<file path="config.mk">
export PLATFORM = sky130hd
export DESIGN_NAME = mem_port_arbiter_flat
export DESIGN_NICKNAME = d
export VERILOG_FILES = /design/src/rtl/mem_arb_pkg.sv /design/src/rtl/mem_port_arbiter_if.sv /design/src/rtl/mem_arb_prio.sv /design/src/rtl/mem_port_arbiter.sv /design/src/flat_wrapper.sv
export SDC_FILE = /design/constraint.sdc
export NUM_CORES = 1
export LEC_CHECK = 0
export ABC_AREA = 1
export CAP_MARGIN = 20
export CORE_AREA = 8 8 102 104
export CTS_CLUSTER_DIAMETER = 60
export DETAILED_ROUTE_END_ITERATION = 16
export DIE_AREA = 0 0 110 112
export PLACE_DENSITY = 0.81
export SLEW_MARGIN = 15
export SYNTH_ARGS = -nofsm -noshare
export SYNTH_HDL_FRONTEND = slang
export SYNTH_SLANG_ARGS = --single-unit
</file>
<file path="constraint.sdc">
create_clock -name clk -period 2.4 [get_ports clk]
set_input_delay 0.24 -clock clk [delete_from_list [all_inputs] [get_ports clk]]
set_output_delay 0.24 -clock clk [all_outputs]
set_load 0.01 [all_outputs]
</file>
<file path="src/rtl/mem_arb_pkg.sv">
// Shared types and width constants for the unified memory port arbiter.
package mem_arb_pkg;

   // Width of the memory latency down-counter (latency range 1..7).
   localparam int LAT_W = 3;

   // Byte-enable width for the default 32-bit data word.
   localparam int BE_W = 4;

   // Which requester currently owns the memory port.
   typedef enum logic [1:0] {
      OWN_NONE = 2'd0,
      OWN_IF   = 2'd1,
      OWN_DM   = 2'd2
   } owner_t;

   // Arbiter control state, also exported for debug.
   typedef enum logic {
      ST_IDLE = 1'b0,
      ST_WAIT = 1'b1
   } arb_state_t;

   // Byte-enable width for an arbitrary data width.
   function automatic int be_width(input int data_w);
      return data_w / 8;
   endfunction

endpackage

</file>
<file path="src/rtl/mem_port_arbiter_if.sv">
// Bundle of the fetch, data and memory-side signals of the port arbiter.
//
// Handshake: a requester raises *_req with its payload and holds both
// unchanged until it sees *_gnt high in the same cycle; gnt is the accept
// and the transfer happens in that cycle. *_rvalid is a single-cycle pulse
// with no backpressure. mem_en is a one-cycle strobe, and mem_rdata must be
// valid exactly MEM_LATENCY cycles later.
interface mem_port_arbiter_if
   import mem_arb_pkg::*;
#(
   parameter int ADDR_W = 32,
   parameter int DATA_W = 32
);
   localparam int BW = be_width(DATA_W);

   logic              if_req;
   logic [ADDR_W-1:0] if_addr;
   logic              if_flush;
   logic              if_gnt;
   logic              if_rvalid;
   logic [DATA_W-1:0] if_rdata;

   logic              dm_req;
   logic              dm_we;
   logic [ADDR_W-1:0] dm_addr;
   logic [DATA_W-1:0] dm_wdata;
   logic [BW-1:0]     dm_be;
   logic              dm_gnt;
   logic              dm_rvalid;
   logic [DATA_W-1:0] dm_rdata;

   logic              mem_en;
   logic              mem_we;
   logic [ADDR_W-1:0] mem_addr;
   logic [DATA_W-1:0] mem_wdata;
   logic [BW-1:0]     mem_be;
   logic [DATA_W-1:0] mem_rdata;

   // Arbiter side: serves both requesters and drives the memory.
   modport slave (
      input  if_req, if_addr, if_flush,
      output if_gnt, if_rvalid, if_rdata,
      input  dm_req, dm_we, dm_addr, dm_wdata, dm_be,
      output dm_gnt, dm_rvalid, dm_rdata,
      output mem_en, mem_we, mem_addr, mem_wdata, mem_be,
      input  mem_rdata
   );

   // Requester and memory side.
   modport master (
      output if_req, if_addr, if_flush,
      input  if_gnt, if_rvalid, if_rdata,
      output dm_req, dm_we, dm_addr, dm_wdata, dm_be,
      input  dm_gnt, dm_rvalid, dm_rdata,
      input  mem_en, mem_we, mem_addr, mem_wdata, mem_be,
      output mem_rdata
   );

endinterface

</file>
<file path="src/rtl/mem_arb_prio.sv">
// Two-requester priority select: the high-priority side wins a tie unless
// the low-priority side has been passed over STARVE_MAX times in a row.
module mem_arb_prio
   import mem_arb_pkg::*;
#(
   parameter int STARVE_MAX = 4
) (
   input  logic   clk,
   input  logic   rst_n,
   input  logic   grant_en,   // a grant may be issued this cycle
   input  logic   hi_req,     // high-priority request (data side)
   input  logic   lo_req,     // effective low-priority request (fetch side)
   input  logic   lo_hold,    // raw low-priority request; low clears the count
   output owner_t winner
);

   localparam int SC_W = $clog2(STARVE_MAX + 1);
   localparam logic [SC_W-1:0] SC_MAX = SC_W'(STARVE_MAX);

   logic [SC_W-1:0] starve_cnt;
   logic            starved;

   assign starved = (starve_cnt == SC_MAX);

   // Pick the winner among the current requests.
   always_comb begin
      winner = OWN_NONE;
      if (grant_en) begin
         if (hi_req && lo_req) begin
            winner = starved ? OWN_IF : OWN_DM;
         end else if (hi_req) begin
            winner = OWN_DM;
         end else if (lo_req) begin
            winner = OWN_IF;
         end
      end
   end

   // Count consecutive high-side wins while the low side waits; saturates.
   always_ff @(posedge clk or negedge rst_n) begin
      if (!rst_n) begin
         starve_cnt <= '0;
      end else if (!lo_hold || (winner == OWN_IF)) begin
         starve_cnt <= '0;
      end else if ((winner == OWN_DM) && lo_req && !starved) begin
         starve_cnt <= starve_cnt + SC_W'(1);
      end
   end

endmodule

</file>
<file path="src/rtl/mem_port_arbiter.sv">
// Shares one fixed-latency memory port between fetch and data requesters.
// One transaction is in flight at a time; a new grant may overlap the
// completion cycle of the previous one so throughput is one access per
// MEM_LATENCY cycles.
module mem_port_arbiter
   import mem_arb_pkg::*;
#(
   parameter int ADDR_W      = 32,
   parameter int DATA_W      = 32,
   parameter int MEM_LATENCY = 2,
   parameter int STARVE_MAX  = 4
) (
   input  logic       clk,
   input  logic       rst_n,
   mem_port_arbiter_if.slave bus,
   output logic       busy,
   output arb_state_t state_dbg
);

   localparam int BW = be_width(DATA_W);
   localparam logic [LAT_W-1:0] LAT_INIT = LAT_W'(MEM_LATENCY);
   localparam logic [LAT_W-1:0] LAT_ONE  = LAT_W'(1);

   arb_state_t        state_q, state_d;
   owner_t            owner_q, owner_d;
   owner_t            winner;
   logic [LAT_W-1:0]  lat_q, lat_d;
   logic              flush_q, flush_d;
   logic              we_q, we_d;

   logic              complete;
   logic              grant_en;
   logic              eff_if;

   logic              if_gnt_c, if_rvalid_c, dm_gnt_c, dm_rvalid_c;
   logic [DATA_W-1:0] if_rdata_c, dm_rdata_c;
   logic              mem_en_c, mem_we_c;
   logic [ADDR_W-1:0] mem_addr_c;
   logic [DATA_W-1:0] mem_wdata_c;
   logic [BW-1:0]     mem_be_c;

   // The last cycle of the in-flight access; it is also a grant slot.
   assign complete = (state_q == ST_WAIT) && (lat_q == LAT_ONE);
   assign grant_en = rst_n && ((state_q == ST_IDLE) || complete);
   // A flush masks the fetch request in the cycle it is raised.
   assign eff_if   = bus.if_req && !bus.if_flush;

   mem_arb_prio #(
      .STARVE_MAX (STARVE_MAX)
   ) u_prio (
      .clk      (clk),
      .rst_n    (rst_n),
      .grant_en (grant_en),
      .hi_req   (bus.dm_req),
      .lo_req   (eff_if),
      .lo_hold  (bus.if_req),
      .winner   (winner)
   );

   // Control state register; reset abandons any in-flight access.
   always_ff @(posedge clk or negedge rst_n) begin
      if (!rst_n) begin
         state_q <= ST_IDLE;
         owner_q <= OWN_NONE;
         lat_q   <= '0;
         flush_q <= 1'b0;
         we_q    <= 1'b0;
      end else begin
         state_q <= state_d;
         owner_q <= owner_d;
         lat_q   <= lat_d;
         flush_q <= flush_d;
         we_q    <= we_d;
      end
   end

   // Next state, memory issue and response routing.
   always_comb begin
      state_d     = state_q;
      owner_d     = owner_q;
      lat_d       = lat_q;
      flush_d     = flush_q;
      we_d        = we_q;
      if_gnt_c    = 1'b0;
      if_rvalid_c = 1'b0;
      if_rdata_c  = '0;
      dm_gnt_c    = 1'b0;
      dm_rvalid_c = 1'b0;
      dm_rdata_c  = '0;
      mem_en_c    = 1'b0;
      mem_we_c    = 1'b0;
      mem_addr_c  = '0;
      mem_wdata_c = '0;
      mem_be_c    = '0;

      // Issue the winning request to memory in the same cycle.
      if (winner == OWN_DM) begin
         dm_gnt_c    = 1'b1;
         mem_en_c    = 1'b1;
         mem_we_c    = bus.dm_we;
         mem_addr_c  = bus.dm_addr;
         mem_wdata_c = bus.dm_wdata;
         mem_be_c    = bus.dm_be;
      end else if (winner == OWN_IF) begin
         if_gnt_c    = 1'b1;
         mem_en_c    = 1'b1;
         mem_addr_c  = bus.if_addr;
         mem_be_c    = '1;
      end

      // Return the response to the owner; a flushed fetch is dropped.
      if (complete && rst_n) begin
         if (owner_q == OWN_IF) begin
            if (!flush_q && !bus.if_flush) begin
               if_rvalid_c = 1'b1;
               if_rdata_c  = bus.mem_rdata;
            end
         end else if (owner_q == OWN_DM) begin
            dm_rvalid_c = 1'b1;
            dm_rdata_c  = we_q ? '0 : bus.mem_rdata;
         end
      end

      if (winner != OWN_NONE) begin
         state_d = ST_WAIT;
         owner_d = winner;
         lat_d   = LAT_INIT;
         flush_d = 1'b0;
         we_d    = (winner == OWN_DM) && bus.dm_we;
      end else if (complete) begin
         state_d = ST_IDLE;
         owner_d = OWN_NONE;
         lat_d   = '0;
         flush_d = 1'b0;
         we_d    = 1'b0;
      end else if (state_q == ST_WAIT) begin
         lat_d = lat_q - LAT_ONE;
         if ((owner_q == OWN_IF) && bus.if_flush) begin
            flush_d = 1'b1;
         end
      end
   end

   assign bus.if_gnt    = if_gnt_c;
   assign bus.if_rvalid = if_rvalid_c;
   assign bus.if_rdata  = if_rdata_c;
   assign bus.dm_gnt    = dm_gnt_c;
   assign bus.dm_rvalid = dm_rvalid_c;
   assign bus.dm_rdata  = dm_rdata_c;
   assign bus.mem_en    = mem_en_c;
   assign bus.mem_we    = mem_we_c;
   assign bus.mem_addr  = mem_addr_c;
   assign bus.mem_wdata = mem_wdata_c;
   assign bus.mem_be    = mem_be_c;

   assign busy      = (state_q == ST_WAIT);
   assign state_dbg = state_q;

endmodule

</file>
<file path="src/flat_wrapper.sv">
// flat-port wrapper written by rule: the top's interface ports become plain ports
module mem_port_arbiter_flat import mem_arb_pkg::*;
#(
   parameter int ADDR_W      = 32,
   parameter int DATA_W      = 32,
   parameter int MEM_LATENCY = 2,
   parameter int STARVE_MAX  = 4
)
  (clk, rst_n, busy, state_dbg, bus_if_req, bus_if_addr, bus_if_flush, bus_if_gnt, bus_if_rvalid, bus_if_rdata, bus_dm_req, bus_dm_we, bus_dm_addr, bus_dm_wdata, bus_dm_be, bus_dm_gnt, bus_dm_rvalid, bus_dm_rdata, bus_mem_en, bus_mem_we, bus_mem_addr, bus_mem_wdata, bus_mem_be, bus_mem_rdata);
  mem_port_arbiter_if #(.ADDR_W(ADDR_W), .DATA_W(DATA_W)) bus_i ();
  input  logic clk;
  input  logic rst_n;
  output logic busy;
  output arb_state_t state_dbg;
  input wire logic [$bits(bus_i.if_req)-1:0] bus_if_req;
  input wire logic [$bits(bus_i.if_addr)-1:0] bus_if_addr;
  input wire logic [$bits(bus_i.if_flush)-1:0] bus_if_flush;
  output wire logic [$bits(bus_i.if_gnt)-1:0] bus_if_gnt;
  output wire logic [$bits(bus_i.if_rvalid)-1:0] bus_if_rvalid;
  output wire logic [$bits(bus_i.if_rdata)-1:0] bus_if_rdata;
  input wire logic [$bits(bus_i.dm_req)-1:0] bus_dm_req;
  input wire logic [$bits(bus_i.dm_we)-1:0] bus_dm_we;
  input wire logic [$bits(bus_i.dm_addr)-1:0] bus_dm_addr;
  input wire logic [$bits(bus_i.dm_wdata)-1:0] bus_dm_wdata;
  input wire logic [$bits(bus_i.dm_be)-1:0] bus_dm_be;
  output wire logic [$bits(bus_i.dm_gnt)-1:0] bus_dm_gnt;
  output wire logic [$bits(bus_i.dm_rvalid)-1:0] bus_dm_rvalid;
  output wire logic [$bits(bus_i.dm_rdata)-1:0] bus_dm_rdata;
  output wire logic [$bits(bus_i.mem_en)-1:0] bus_mem_en;
  output wire logic [$bits(bus_i.mem_we)-1:0] bus_mem_we;
  output wire logic [$bits(bus_i.mem_addr)-1:0] bus_mem_addr;
  output wire logic [$bits(bus_i.mem_wdata)-1:0] bus_mem_wdata;
  output wire logic [$bits(bus_i.mem_be)-1:0] bus_mem_be;
  input wire logic [$bits(bus_i.mem_rdata)-1:0] bus_mem_rdata;
  assign bus_i.if_req = bus_if_req;
  assign bus_i.if_addr = bus_if_addr;
  assign bus_i.if_flush = bus_if_flush;
  assign bus_if_gnt = bus_i.if_gnt;
  assign bus_if_rvalid = bus_i.if_rvalid;
  assign bus_if_rdata = bus_i.if_rdata;
  assign bus_i.dm_req = bus_dm_req;
  assign bus_i.dm_we = bus_dm_we;
  assign bus_i.dm_addr = bus_dm_addr;
  assign bus_i.dm_wdata = bus_dm_wdata;
  assign bus_i.dm_be = bus_dm_be;
  assign bus_dm_gnt = bus_i.dm_gnt;
  assign bus_dm_rvalid = bus_i.dm_rvalid;
  assign bus_dm_rdata = bus_i.dm_rdata;
  assign bus_mem_en = bus_i.mem_en;
  assign bus_mem_we = bus_i.mem_we;
  assign bus_mem_addr = bus_i.mem_addr;
  assign bus_mem_wdata = bus_i.mem_wdata;
  assign bus_mem_be = bus_i.mem_be;
  assign bus_i.mem_rdata = bus_mem_rdata;
  mem_port_arbiter #(.ADDR_W(ADDR_W), .DATA_W(DATA_W), .MEM_LATENCY(MEM_LATENCY), .STARVE_MAX(STARVE_MAX)) u_core (.clk(clk), .rst_n(rst_n), .bus(bus_i), .busy(busy), .state_dbg(state_dbg));
endmodule
</file>
* Yosys cells after proc, flatten, opt, wreduce, memory -nomap -nowiden
Index checks and enable logic that the tools add are counted.
Operators by class: bitwise operators 1, equality and inequality tests 6, add/sub/neg operators 2, muxes and demuxes 42, reductions and logical operators 22
Operators with widths (number):
- $mux 32 | 10
- $mux 1 | 19
- $mux 3 | 5
- $mux 2 | 6
- $logic_and 1x1->1 | 10
- $mux 4 | 2
- $reduce_bool 2->1 | 3
- $reduce_bool 3->1 | 2
- $eq 2x1->1 const B | 2
- $eq 2x2->1 const B | 2
- $logic_not 1->1 | 4
- $add 3x1->3 const B | 1
- $eq 3x1->1 const B | 1
- $eq 3x3->1 const B | 1
- $sub 3x1->3 const B | 1
- $logic_or 1x1->1 | 2
- $reduce_and 2->1 | 1
- $not 1->1 | 1
Storage, ports and cells: output and inout bits 140, input bits 138, bits in registers 11

* Depth between registers and ports, before layout
Gate-level depths: netlist (run 1).
depth in word-level cells 11, depth in mapped cells 13, gate-level depth less buffers 12

* Hierarchy
From an unflattened synthesis (run 1), not the netlist that was laid out.
Second synthesis, totals: cell total of the unflattened synthesis 420, area total of the unflattened synthesis 2102.0 um2
By module, submodules not included:
- mem_port_arbiter | times used 1, cells an instance 389, sequential area each 200.2 um2, area each 1860.5 um2
- mem_arb_prio | times used 1, cells an instance 31, sequential area each 75.1 um2, area each 241.5 um2

* Least setup slack after synthesis (run 1)
No wires, ideal clock.
path type register -> output, start reg u_core.lat_q[1], end out bus_mem_addr[10], required time 2.160 ns, path buffers 2, arrival time 1.976 ns, stages on the path, launching flop included 12, path slack 0.184 ns, path through dfrtp_1 -> inv_1 -> ha_1 -> nand2_1 -> a21oi_1 -> nand2_1 -> inv_1 -> ha_1 -> buf_2 -> clkbuf_1 -> nand2_1 -> nand2_1
Between the ends: word-level cells in the longest chain between the ends 8, elaborated cells on any way between the ends 9
RTL lines:
- start, declared | line mem_port_arbiter.sv:27 | logic [LAT_W-1:0] lat_q, lat_d;
- start signal, assigned | line mem_port_arbiter.sv:71 | lat_q <= lat_d;
- $eq 3x1->1 (*) | line mem_port_arbiter.sv:43 | assign complete = (state_q == ST_WAIT) && (lat_q == LAT_ONE);
- $logic_and 1x1->1 (*) | line mem_port_arbiter.sv:43
- $logic_or 1x1->1 (*) | line mem_port_arbiter.sv:44 | assign grant_en = rst_n && ((state_q == ST_IDLE) || complete);
- $logic_and 1x1->1 (*) | line mem_port_arbiter.sv:44
- $mux 2 (*) | line mem_arb_prio.sv:28 | if (grant_en) begin
- $eq 2x1->1 | line mem_port_arbiter.sv:104 | end else if (winner == OWN_IF) begin
- $mux 32 | line mem_port_arbiter.sv:104
- $mux 32 (*) | line mem_port_arbiter.sv:97 | if (winner == OWN_DM) begin
- end, declared | line flat_wrapper.sv:31 | output wire logic [$bits(bus_i.mem_addr)-1:0] bus_mem_addr;
Every way passes the cells marked *; elsewhere a longest branch is shown, timed or not.

* Worst setup path after layout (run 1)
start reg u_core.lat_q[1], end out bus_if_rdata[18]
Between the ends: word-level cells in the longest chain between the ends 4
RTL lines:
- $eq 3x1->1 | line mem_port_arbiter.sv:43
- $logic_and 1x1->1 | line mem_port_arbiter.sv:43
- $logic_and 1x1->1 | line mem_port_arbiter.sv:112 | if (complete && rst_n) begin
- $mux 32 | line mem_port_arbiter.sv:112
- end, declared | line flat_wrapper.sv:20 | output wire logic [$bits(bus_i.if_rdata)-1:0] bus_if_rdata;
Every way passes these cells.

==> results of run 1 <==
-- placed cells by master, fill, tap and decap left out, drive strengths merged --
cell type,Yosys,layout
clkdlybuf4s50,0,151
nand2,132,132
inv,84,85
nor2,76,76
dlymetal6s2s,0,53
clkbuf,12,53
buf,11,51
nand3,43,43
dfrtp,11,11
ha,9,9
clkdlybuf4s15,0,7
dlygate4sd2,0,4
a21oi,4,4
diode,0,1
nor3,1,1
or2,1,1
xnor2,1,1
nand4,1,1
o21ai,1,1
o22ai,1,1
-- worst min path at each step --
stage | start | end | slack, ps
finish | rst_n | u_core.busy$_DFFE_PN0P_ | 440
global route | rst_n | u_core.busy$_DFFE_PN0P_ | 460
CTS | rst_n | u_core.lat_q[1]$_DFFE_PN0P_ | 420
detailed placement | u_core.owner_q[1]$_DFFE_PN0P_ | u_core.owner_q[1]$_DFFE_PN0P_ | 490
global placement | u_core.owner_q[1]$_DFFE_PN0P_ | u_core.owner_q[1]$_DFFE_PN0P_ | 490
floorplan | rst_n | u_core.busy$_DFFE_PN0P_ | -60
-- synthesized netlist by cell type --
master	number	share of area, %
nor2_8	1	0.99
nand3_1	40	9.9
clkbuf_1	12	2.2
xnor2_1	1	0.43
nor2_1	46	8.5
inv_1	84	16
nand2_1	132	24
buf_6	6	3.3
a21oi_1	4	0.99
dfrtp_1	11	14
buf_4	2	0.74
o22ai_1	1	0.31
clkinv_1	1	0.18
nor3_1	1	0.25
nand3_4	3	2.6
o21ai_0	1	0.25
buf_2	2	0.49
ha_1	9	5.6
nand4_1	1	0.31
or2_2	1	0.31
nor2_2	29	8.9
buf_1	1	0.18
-- repair_timing --
action | CTS | global route
gates resized for setup | 159 | 159
pin swaps | 1 | 6
setup endpoints to repair | 74 | 122
setup buffers | 2 | 0
hold buffers | 0 | 0
gates cloned | 3 | 2
-- power breakdown --
group          internal, uW  switching (uW)  total (uW)
clock                   117            71.1         188
combinational           856             884        1740
sequential              243            43.0         286
-- through the flow --
stage	power (uW)	setup WS [ps]	TNS [ps]
after CTS	2210	-7.58	-7.58
after floorplan	990	184	0
after global routing	2380	-20.3	-49.9
after detailed placement	1940	-348	-19280
final	2210	84.2	0
after global placement	1900	-251	-12750
-- sequential cells by signal (all words and copies together) (netlist names) --
name                      cells
u_core.busy                   1
u_core.flush_q                1
u_core.lat_q                  3
u_core.owner_q                2
u_core.u_prio.starve_cnt      3
u_core.we_q                   1
-- layer usage --
metal  routed length [um]  vias up  share of wire, %
met5                    0        -                 0
met4                  357        0               2.7
met3                 1570       27                12
met2                 7080      197                54
met1                 4170     1556                32
li1                     -     1721                 -
-- worst max-delay path: stages, from the launching register on --
cell and delay, ps:
dfrtp_1 370, inv_2 70, ha_4 140, buf_4 110, nand3_4 90, nor2_8 130
nand3_4 80, buf_12 190, nor2_2 90, clkdlybuf4s50_1 540
-- final cells by class --
| cell class | instances | area [um^2] | area share (%) |
|---|---|---|---|
| multi-input combinational | 270 | 1410 | 26.9 |
| antenna | 1 | 2.50 | 0.0476 |
| sequential | 11 | 275 | 5.23 |
| timing repair buffer | 315 | 3060 | 58.1 |
| tap | 111 | 139 | 2.64 |
| inverter | 85 | 327 | 6.21 |
| clock buffer | 4 | 45.0 | 0.856 |
-- cell families after synthesis --
logic type | Yosys count | share of synthesized area (%)
compound gates | 6 | 1.54
buf+inv | 108 | 22.7
fa+ha+maj | 9 | 5.55
flops | 11 | 13.6
simple gates | 254 | 56.2
xor+xnor | 1 | 0.432
==> impl_metrics.tcl, run 1 <==
set metrics [dict create \
    seq_area_frac_synth_pct 13.6 \
    rr_worst_depth 12 \
    grt_use_met1_pct 17.2 \
    fmax_ghz 0.432 \
    gp_congestion 0.866 \
    syn2layout_area_growth_pct 159 \
    fp-row-count 35 \
    io_buffers 277 \
    rsz0062_at_grt "true" \
    wl_mm 13.2 \
    ys_ff_latch 11 \
    irDropWorstVdd_mv 0.329 \
    chipWidth_um 110 \
    clkTransAtPathRegs_ps 50 \
    startpoint_type "register" \
    place_inst 785 \
    powerDensity_nw_per_um2 421 \
    viasPerCell 4.39 \
    hpwlAfterDp_mm 10.7 \
    rrSetupSlack_ps 410 \
    fin_crit_ps 2320 \
    hold_viol 0 \
    r2r-end "u_core.u_prio.starve_cnt[0]$_DFFE_PN0P_" \
    period_share_pct 96.5 \
    relSlewSlack_pct 80.8 \
    coreArea_um2 8890 \
    setup.worst_path.class "register to output pin" \
    utilization_pct 59.2 \
    busiest_layer "met2" \
    nets 833 \
    globalRouteOverflowTotal 0 \
    pin_count 278 \
    grt_pass1_wl_mm 19.2 \
    cp-startpoint "u_core.lat_q[1]$_DFFE_PN0P_" \
    drc_errors 0 \
    die_h_um 112 \
    crit_arrival_ps 2080 \
    fin_cells 797 \
    final-max-slew-violation-count 0 \
    critPathCaptureType "output pin" \
    synth_nets 536 \
    netlist_area_um2 2030 \
    initial_core_util_pct 22.8 \
    clockBufferDepth 2 \
    synth_cell_types 22 \
    grt_max_degree 34 \
    ys_warn_count 0 \
    leakage_uw 0.00378 \
    endpoint "bus_if_rdata[18]" \
    status "finished, final reports clean" \
    tritoncts "built" \
    place_area_um2 5090 \
    cts_sinks 11 \
    setup_viol 0 \
    drt_first_pass_iters 5 \
    drv_cap 0 \
    cts.htree.levels 1 \
    drive_gt1_share_pct 23.6 \
    crit_fanout 33 \
    holdWs_ps 438 \
    wl_per_cell_um 16.5 \
    syn_inst 389 \
    vias 3501 \
    clk_latency_ps 240 \
    grtUsageTotal_pct 19.6 \
    reg2reg_from "u_core.lat_q[1]$_DFFE_PN0P_" \
    nFillCells 760 \
    numCtsBuffers 3 \
    antenna_found_initial 1 \
    grt_pass1_vias 3742 \
    drtIter0Drc 139 \
    ant_nets 0 \
    avgSynthCellArea_um2 5.21 \
    cp_data_required_time_ps 2160 \
    tightest_slew_ps 287 \
    min_path_type "primary input to async pin" \
    dieArea_um2 12300 \
    grt_use_met2_pct 38.5 \
    skew_ps 2.13 \
    cts_root_buffer "clkbuf_8" \
    stdcell_area_um2 5260 \
    gr-usage-met3_pct 7.28 \
]
Note: power is estimated with default switching activity, not from simulation.
==> run 2: changes to the inputs <==
--- a/config.mk
+++ b/config.mk
@@ -12,6 +12,7 @@
 export DETAILED_ROUTE_END_ITERATION = 16
 export DIE_AREA = 0 0 110 112
 export PLACE_DENSITY = 0.81
+export SKIP_LAST_GASP = 1
 export SLEW_MARGIN = 15
 export SYNTH_ARGS = -nofsm -noshare
 export SYNTH_HDL_FRONTEND = slang
==> run 2 against run 1 <==
Against the previous run: sequential power barely moved; final cell count did not move; critical endpoint is now bus_mem_wdata[14]; core utilization grew 0.23 points; clock power barely moved.
==> impl_metrics.tcl, run 2 (synthesized netlist as in run 1, its figures left out) <==
set metrics [dict create \
    irDropWorstVdd_mv 0.329 \
    layout_setup_ws_ps 59.3 \
    relSlewSlack_pct 80.8 \
    wl_per_cell_um 16.6 \
    tritoncts "built" \
    leakage_uw 0.00379 \
    final_cell_mix "151 x clkdlybuf4s50_1, 123 x nand2_1, 81 x inv_1, 53 x dlymetal6s2s_1, 48 x clkbuf_2" \
    dieArea_um2 12300 \
    stdcell_area_um2 5280 \
    chipWidth_um 110 \
    clkTransAtPathRegs_ps 50 \
    tns_ps 0 \
    drc_errors 0 \
    startpoint_type "register" \
    clockBufferDepth 2 \
    antenna_found_initial 1 \
    cp_data_required_time_ps 2160 \
    hpwlAfterDp_mm 10.7 \
    ant_nets 0 \
    vias 3510 \
    tightest_slew_ps 287 \
    setup.worst_path.class "register to output pin" \
    rsz0062_at_grt "true" \
    place_area_um2 5090 \
    nets 833 \
    crit_fanout 17 \
    skew_ps 1.78 \
    hold_viol 0 \
    clk_latency_ps 240 \
    pin_count 278 \
    reg_top3 "u_core.lat_q: 3 flops, u_core.u_prio.starve_cnt: 3 flops, u_core.owner_q: 2 flops" \
    fmax_ghz 0.427 \
    min_path_type "primary input to async pin" \
    drv_cap 0 \
    cts_sinks 11 \
    nFillCells 759 \
    grt_max_degree 34 \
    io_buffers 277 \
    coreArea_um2 8890 \
    crit_arrival_ps 2100 \
    drive_gt1_share_pct 22.9 \
    viasPerCell 4.40 \
    drtIter0Drc 160 \
    total_power_uw 2220 \
    cts.htree.levels 1 \
    gp_congestion 0.866 \
    preCtsSetupSlack_ps -348 \
    period_share_pct 97.5 \
    cts_root_buffer "clkbuf_8" \
    final-max-slew-violation-count 0 \
    critPathCaptureType "output pin" \
    die_h_um 112 \
    fin_crit_ps 2340 \
    grtUsageTotal_pct 19.5 \
    grt_pass1_wl_mm 19.2 \
    powerDensity_nw_per_um2 420 \
    drt_first_pass_iters 5 \
    setup_viol 0 \
    grt_pass1_vias 3740 \
    globalRouteOverflowTotal 0 \
    ctsHoldBuffers 0 \
    status "finished, final reports clean" \
    initial_core_util_pct 22.8 \
    syn2layout_area_growth_pct 160 \
    numCtsBuffers 3 \
    final_common_cell "clkdlybuf4s50_1" \
    wl_mm 13.2 \
    fp-row-count 35 \
]
[run 2: cell types whose count changed in the layout (fill, tap and decap cells not counted)]
cell / change
buf_2: -6
clkdlybuf4s15_1: +1
clkbuf_2: +1
dlygate4sd2_1: +4
[run 2: power by group]
part	switching (uW)	internal (uW)	leakage, uW
sequential	43.0	243	0.000143
clock	71.1	117	0.0000228
combinational	883	860	0.00362
[run 2: worst paths after layout]
path                                                          from                                 endpoint  slack, ps  depth (start not counted)
setup / recovery           u_core.u_prio.starve_cnt[1]$_DFFE_PN0P_                        bus_mem_wdata[14]         60                         13
hold / removal                                               rst_n                  u_core.busy$_DFFE_PN0P_        440                          3
setup reg to reg                       u_core.lat_q[1]$_DFFE_PN0P_  u_core.u_prio.starve_cnt[0]$_DFFE_PN0P_        410                         12
hold reg to reg                      u_core.owner_q[1]$_DFFE_PN0P_            u_core.owner_q[1]$_DFFE_PN0P_        510                          2
max in group asynchronous                                    rst_n  u_core.u_prio.starve_cnt[0]$_DFFE_PN0P_       1810                          3
min in group clk                                      bus_if_flush               u_core.flush_q$_DFFE_PN0P_        510                          4
[run 2: repair_timing]
item	in CTS	in global routing
gates cloned	3	2
endpoints found under the setup margin	74	122
pin swaps	1	6
gates resized for setup	142	161
buffers inserted	2	0
[run 2: stage by stage]
step / hold slack, ps / util, % / instances
after detailed placement: 492 / 57.3 / 785
after global placement: 495 / 57.3 / 785
after floorplan: -55.6 / - / 389
after CTS: 424 / 59.2 / 794
after global routing: 462 / 59.4 / 797
final: 438 / 59.4 / 797
[run 2: area by class of cell]
class | instances | area [um^2] | area share, %
Multi-Input combinational cell | 270 | 1410 | 26.8
Sequential cell | 11 | 275 | 5.21
Clock buffer | 4 | 45.0 | 0.853
Antenna cell | 1 | 2.50 | 0.0474
Inverter | 85 | 327 | 6.18
Tap cell | 111 | 139 | 2.63
Timing Repair Buffer | 315 | 3080 | 58.3
[run 2: worst max-delay path, cell delays in order, from the launching register on]
cell and delay (ps):
dfrtp_1 380, inv_1 60, ha_2 190, nand2_4 60, nand2_4 90, nand2_4 60
nor2_4 120, inv_2 70, buf_4 150, ha_4 190, buf_12 150, nand2_1 70
inv_1 40, clkdlybuf4s15_1 220
[run 2: per-layer routing]
layer | vias to the layer above | part of all wire, % | global-route usage (%)
met4 | 0 | 2.8 | 6.22
met1 | 1557 | 32 | 17.2
met5 | - | 0 | 0
met3 | 29 | 12 | 7.22
met2 | 202 | 54 | 38.5
li1 | 1722 | - | -
